### config.mk
export PLATFORM = sky130hd
export DESIGN_NAME = ballot_capture
export DESIGN_NICKNAME = d
export VERILOG_FILES = /design/src/rtl/ballot_capture_pkg.sv /design/src/rtl/btn_debounce.sv /design/src/rtl/ballot_capture.sv
export SDC_FILE = /design/constraint.sdc
export NUM_CORES = 1
export LEC_CHECK = 0
export BUFFER_PORTS_ARGS = -buffer_cell sky130_fd_sc_hd__buf_2
export CAP_MARGIN = 20
export CORE_AREA = 2 2 105 107
export CTS_CLUSTER_SIZE = 25
export DETAILED_ROUTE_END_ITERATION = 12
export DIE_AREA = 0 0 107 109
export SLEW_MARGIN = 20
export SYNTH_ARGS = -nofsm -noshare
export SYNTH_HDL_FRONTEND = slang
export SYNTH_SLANG_ARGS = --single-unit
export TNS_END_PERCENT = 50
### constraint.sdc
create_clock -name clk100MHz -period 2.4 [get_ports clk100MHz]
set_input_delay 0.12 -clock clk100MHz [delete_from_list [all_inputs] [get_ports clk100MHz]]
set_output_delay 0.12 -clock clk100MHz [all_outputs]
set_load 0.05 [all_outputs]
### src/rtl/ballot_capture_pkg.sv
// ============================================================================
// Module : ballot_capture_pkg
// Brief  : Shared types, widths and helpers for the ballot capture front end.
// Rev    : 1.0  initial release
// ============================================================================
`default_nettype none

package ballot_capture_pkg;

    localparam int BALLOT_W = 3;
    localparam int CNT_W    = 4;

    typedef enum logic [0:0] {
        ST_OPEN   = 1'b0,
        ST_LOCKED = 1'b1
    } state_t;

    // Single-digit ballot counter: wraps at max straight back to zero.
    function automatic logic [CNT_W-1:0] cnt_wrap_inc(input logic [CNT_W-1:0] cnt,
                                                      input logic [CNT_W-1:0] max);
        return (cnt == max) ? '0 : cnt + 1'b1;
    endfunction

endpackage

`default_nettype wire

### src/rtl/btn_debounce.sv
// ============================================================================
// Module : btn_debounce
// Brief  : Synchroniser, stability counter and rising-edge press detector.
// Rev    : 1.0  initial release
// ============================================================================
`default_nettype none

module btn_debounce #(
    parameter int DEBOUNCE_CYCLES = 500000,
    parameter int SYNC_STAGES     = 2
) (
    input  logic clk100MHz,
    input  logic rst,
    input  logic raw,
    output logic press
);

    localparam int c_cnt_w = (DEBOUNCE_CYCLES > 1) ? $clog2(DEBOUNCE_CYCLES) : 1;
    localparam logic [c_cnt_w-1:0] c_cnt_max = c_cnt_w'(DEBOUNCE_CYCLES - 1);

    logic [SYNC_STAGES-1:0] r_sync;
    logic [c_cnt_w-1:0]     r_cnt;
    logic                   r_stable;
    logic                   r_stable_d;
    logic                   r_armed;
    logic                   w_synced;

    // The synchroniser keeps sampling through reset so that a button held
    // across reset is seen as high the moment reset lifts.
    always_ff @(posedge clk100MHz) begin
        r_sync <= {r_sync[SYNC_STAGES-2:0], raw};
    end

    assign w_synced = r_sync[SYNC_STAGES-1];

    always_ff @(posedge clk100MHz) begin
        if (rst) begin
            r_cnt      <= '0;
            r_stable   <= 1'b0;
            r_stable_d <= 1'b0;
            r_armed    <= 1'b0;
        end else begin
            r_stable_d <= r_stable;
            // A press only counts once the button has been seen released.
            if (!r_stable && !w_synced) begin
                r_armed <= 1'b1;
            end
            if (w_synced == r_stable) begin
                r_cnt <= '0;
            end else if (r_cnt == c_cnt_max) begin
                r_stable <= w_synced;
                r_cnt    <= '0;
            end else begin
                r_cnt <= r_cnt + 1'b1;
            end
        end
    end

    assign press = r_stable & ~r_stable_d & r_armed;

endmodule

`default_nettype wire

### src/rtl/ballot_capture.sv
// ============================================================================
// Module : ballot_capture
// Brief  : Conditions voter/cast buttons, edits a pending ballot, commits it.
// Rev    : 1.0  initial release
// ============================================================================
`default_nettype none

module ballot_capture
    import ballot_capture_pkg::*;
#(
    parameter int DEBOUNCE_CYCLES = 500000,
    parameter int SYNC_STAGES     = 2,
    parameter int CNT_MAX         = 9
) (
    input  logic                clk100MHz,
    input  logic                rst,
    input  logic                A_raw,
    input  logic                B_raw,
    input  logic                C_raw,
    input  logic                cast_raw,
    output logic                A,
    output logic                B,
    output logic                C,
    output logic [BALLOT_W-1:0] pending,
    output logic                locked,
    output logic                cast_pulse,
    output logic [CNT_W-1:0]    ballot_cnt
);

    localparam logic [CNT_W-1:0] c_cnt_max = CNT_W'(CNT_MAX);

    // Bit order {A, B, C, cast} throughout.
    logic [3:0]          w_raw;
    logic [3:0]          w_press;

    state_t              r_state;
    state_t              w_state_next;
    logic [BALLOT_W-1:0] r_pending;
    logic [BALLOT_W-1:0] w_pending_next;
    logic [BALLOT_W-1:0] r_vote;
    logic [BALLOT_W-1:0] w_vote_next;
    logic                r_cast_pulse;
    logic                w_cast_pulse_next;
    logic [CNT_W-1:0]    r_cnt;
    logic [CNT_W-1:0]    w_cnt_next;

    assign w_raw = {A_raw, B_raw, C_raw, cast_raw};

    for (genvar gi = 0; gi < 4; gi++) begin : g_btn
        btn_debounce #(
            .DEBOUNCE_CYCLES(DEBOUNCE_CYCLES),
            .SYNC_STAGES    (SYNC_STAGES)
        ) u_btn (
            .clk100MHz(clk100MHz),
            .rst      (rst),
            .raw      (w_raw[gi]),
            .press    (w_press[gi])
        );
    end

    always_ff @(posedge clk100MHz) begin
        if (rst) begin
            r_state      <= ST_OPEN;
            r_pending    <= '0;
            r_vote       <= '0;
            r_cast_pulse <= 1'b0;
            r_cnt        <= '0;
        end else begin
            r_state      <= w_state_next;
            r_pending    <= w_pending_next;
            r_vote       <= w_vote_next;
            r_cast_pulse <= w_cast_pulse_next;
            r_cnt        <= w_cnt_next;
        end
    end

    always_comb begin
        w_state_next      = r_state;
        w_pending_next    = r_pending;
        w_vote_next       = r_vote;
        w_cast_pulse_next = 1'b0;
        w_cnt_next        = r_cnt;
        case (r_state)
            ST_OPEN: begin
                // Cast takes priority: a simultaneous voter toggle is dropped.
                if (w_press[0]) begin
                    w_vote_next       = r_pending;
                    w_cast_pulse_next = 1'b1;
                    w_cnt_next        = cnt_wrap_inc(r_cnt, c_cnt_max);
                    w_state_next      = ST_LOCKED;
                end else begin
                    w_pending_next = r_pending ^ w_press[3:1];
                end
            end
            ST_LOCKED: begin
                if (w_press[0]) begin
                    w_pending_next = '0;
                    w_state_next   = ST_OPEN;
                end
            end
            default: begin
                w_state_next = ST_OPEN;
            end
        endcase
    end

    assign {A, B, C}  = r_vote;
    assign pending    = r_pending;
    assign locked     = (r_state == ST_LOCKED);
    assign cast_pulse = r_cast_pulse;
    assign ballot_cnt = r_cnt;

endmodule

`default_nettype wire

==> flow_summary.toml <==
[drt]
drt_pass1_iterations = 4
drtIter0Drc = 151
finalWirelength_um = 8234
wl_per_cell_um = 12.06
vias_per_cell = 5.177
via_count = 3536
ant_nets = 0
drc = 0

[place]
port_buffers = 17
routabilityCongestion = 0.8222
place_worst_setup_slack_ns = 0.4220
dp_hpwl_um = 5852

[timing]
slew_viol_final = 0
slew-limit-headroom_pct = 59.22
hold_viol_final = 0
fin_setup_tns_ns = 0
period_share_pct = 83.07
clock-skew-final_ns = 0.01512
finalWorstPathRequiredPeriod_ns = 1.994
rsz0062_at_grt = "false"
tightest_slew_ns = 0.6061
worst_slack_ns = 0.4064
clock.fmax_mhz = 501.6
setup_viol = 0

[logic_synthesis]
yosys.area.top_type = "dfxtp_1"
yosysSeqAreaShare_pct = 46.82
synthSimpleGateAreaFrac_pct = 29.75
synthArstFlopShare_pct = 0
netlist_area_mm2 = 0.004618
ys.flop_type = "dfxtp_1"
netlist_instances = 513
ys_warn_count = 0
synth_edf_count = 0
synthTopCellsByCount = "dfxtp_1 (108), nor2_1 (96), xnor2_1 (36)"
ys_ff_latch = 108
synth.most_common_cell = "dfxtp_1"
synth_mux_area_share_pct = 0.8670
syn_area_per_cell_um2 = 9.002
synth_fa_ha_area_share_pct = 2.438
synth_top_family_by_area = "simple AND/OR/NAND/NOR gates"
synth_compound_area_share_pct = 5.391
ys_top_cells_by_area = "dfxtp_1 (47%), nor2_1 (7.8%), xnor2_1 (6.8%), xor2_1 (4.7%), nand4_1 (3.5%)"
syn-num-nets = 528
synth_top_area_share_pct = 46.82
synthDistinctLibCells = 49
synth_xor_area_share_pct = 11.57

[worst_setup_path]
worst-path-buf-inv = 1
cp-start-kind = "flop"
crit_path_max_incr_delay_ns = 0.55
crit_slowest_cell = "nor4_1"
worstPathCellList = "ha_1, nand3_1, nor4_1, a21bo_1, buf_4, nor2_1"
critPathLaunch = "g_btn[2].u_btn.r_cnt[0]"
cp.arrival_ns = 2.24
endpoint_kind = "flop"
cp_top_family = "simple AND/OR/NAND/NOR gates"
crit_required_ns = 2.64
critPathKind = "flop to flop"
r2r-start = "g_btn[2].u_btn.r_cnt[0]"
cp_max_fo = 18

[worst_hold_path]
holdCritPathClass = "input port to flop"
min_from = "rst"

[clocking]
cts_root_buffer = "clkbuf_8"
post_cts_buffers = 0
clock_path_buffers = 2
cts_tree = "done"
clock_latency_ns = 0.36
cts_resized = 0
path_clk_slew_ns = 0.10
cts_max_level = 3
cts.sinks = 108
cts_buffers = 9

[die]
die_x_um = 107
die_h_um = 109
core_region_area_mm2 = 0.01060
io_pins = 18
row_count = 38
dieArea_mm2 = 0.01166
start_util_pct = 43.56

[power_and_ir_drop]
p_leak_nw = 1.700
netSwitchingPower_w = 0.0006277
p_clk_share_pct = 38.0
vdd_drop_max_mv = 0.2390
p_int_w = 0.002428
seq_power_share_pct = 59.6
sw_frac_of_total_pct = 20.54
total_power_w = 0.003056
power_density_mw_per_mm2 = 598.1
p_comb_share_pct = 2.3

[final_layout]
nets = 553
multiInputGateArea_mm2 = 0.002310
area_growth_pct = 10.62
n_antenna_cell = 0
layout-drive-gt1-share_pct = 9.208
regArea_mm2 = 0.002162
nFillCells = 996

[grt]
grt_pass1_vias = 3401
overflow = 0
grt_max_degree = 28
track_usage_pct = 15.42
grt_pass1_wl_um = 14630
antenna_found_initial = 1

[run]
max_cap_viol_count = 0

[run_status]
status = "completed"
## sequential cells by signal (all words and copies together), names as in the netlist
register	cells
ballot_cnt	4
cast_pulse	1
g_btn.u_btn.r_armed	4
g_btn.u_btn.r_cnt	76
g_btn.u_btn.r_stable	4
g_btn.u_btn.r_stable_d	4
g_btn.u_btn.r_sync	8
locked	1
pending	3
r_vote	3
## cell usage in the layout (no fill, tap or decap), types with 2 or more instances in the layout
cell type and n:
a21o_1 2, a21oi_1 12, a31o_2 2, and2_1 3
and3_1 4, and4_1 8, buf_2 17, buf_4 6
bufinv_16 2, clkbuf_1 3, clkbuf_8 9, dfxtp_1 108
dlygate4sd3_1 4, ha_1 9, inv_1 22, mux2i_1 4
nand2_1 25, nand3_1 30, nand4_1 26, nand4_4 2
nand4b_1 3, nand4bb_1 2, nor2_1 96, nor2b_1 7
nor3_1 11, nor3b_1 2, nor4_1 18, nor4b_1 4
o21ai_0 10, o21ai_1 3, o41ai_1 3, or3_1 5
or4_4 3, xnor2_1 36, xor2_1 25
## repair_timing
action | CTS | global route
hold buffers | 4 | 0
hold endpoints to repair | 4 | 0
setup endpoints to repair | 0 | 0
## layout make-up
class | count | area share (%)
Tap cell | 140 | 3.429
Timing Repair Buffer | 27 | 3.331
Inverter | 22 | 1.616
Multi-Input combinational cell | 370 | 45.21
Clock buffer | 12 | 2.645
Clock inverter | 4 | 1.445
Sequential cell | 108 | 42.32
## cells by family after synthesis
group / Yosys count
AOI/OAI and AO/OA: 39
buffers and inverters: 35
muxes: 4
adders and majority gates: 9
xor gates and xnor gates: 61
and+or+nand+nor: 257
DFF: 108
## per-stage QoR
step                      utilization, %  hold WS (ns)  cells  area [µm²]
after global placement             45.83        0.2235    663        4860
after detailed placement           45.83        0.2247    663        4860
after global routing               48.18        0.1903    683        5109
after floorplan                        -        0.1477    513        4618
final                              48.18        0.1853    683        5109
after CTS                          48.18        0.1593    683        5109
## final timing paths
kind	end	slack [ns]	depth (start not counted)
setup / recovery	g_btn[2].u_btn.r_cnt[11]	0.41	6
hold / removal	g_btn[3].u_btn.r_armed	0.19	2
setup reg to reg	g_btn[2].u_btn.r_cnt[11]	0.41	6
hold reg to reg	g_btn[1].u_btn.r_sync[1]	0.33	0
## power by group through the flow
stage | sequential (W) | clock, W | combinational [W]
final | 0.00182 | 0.00116 | 0.0000705
after global routing | 0.00183 | 0.00128 | 0.0000822
after CTS | 0.00182 | 0.00122 | 0.0000717
after detailed placement | 0.00186 | 0 | 0.0000665
after global placement | 0.00186 | 0 | 0.0000644
after floorplan | 0.00186 | 0 | 0.0000482
## per-layer routing
layer	wire length, µm	share of wire [%]	global-route usage [%]	vias to the layer above
met2	3785	46	26.07	32
met4	53	0.64	5.473	2
met1	4171	51	19.16	1651
li1	-	-	-	1843
met3	216	2.6	3.885	8
met5	7	0.085	0	-
(Power assumes the default switching activity.)
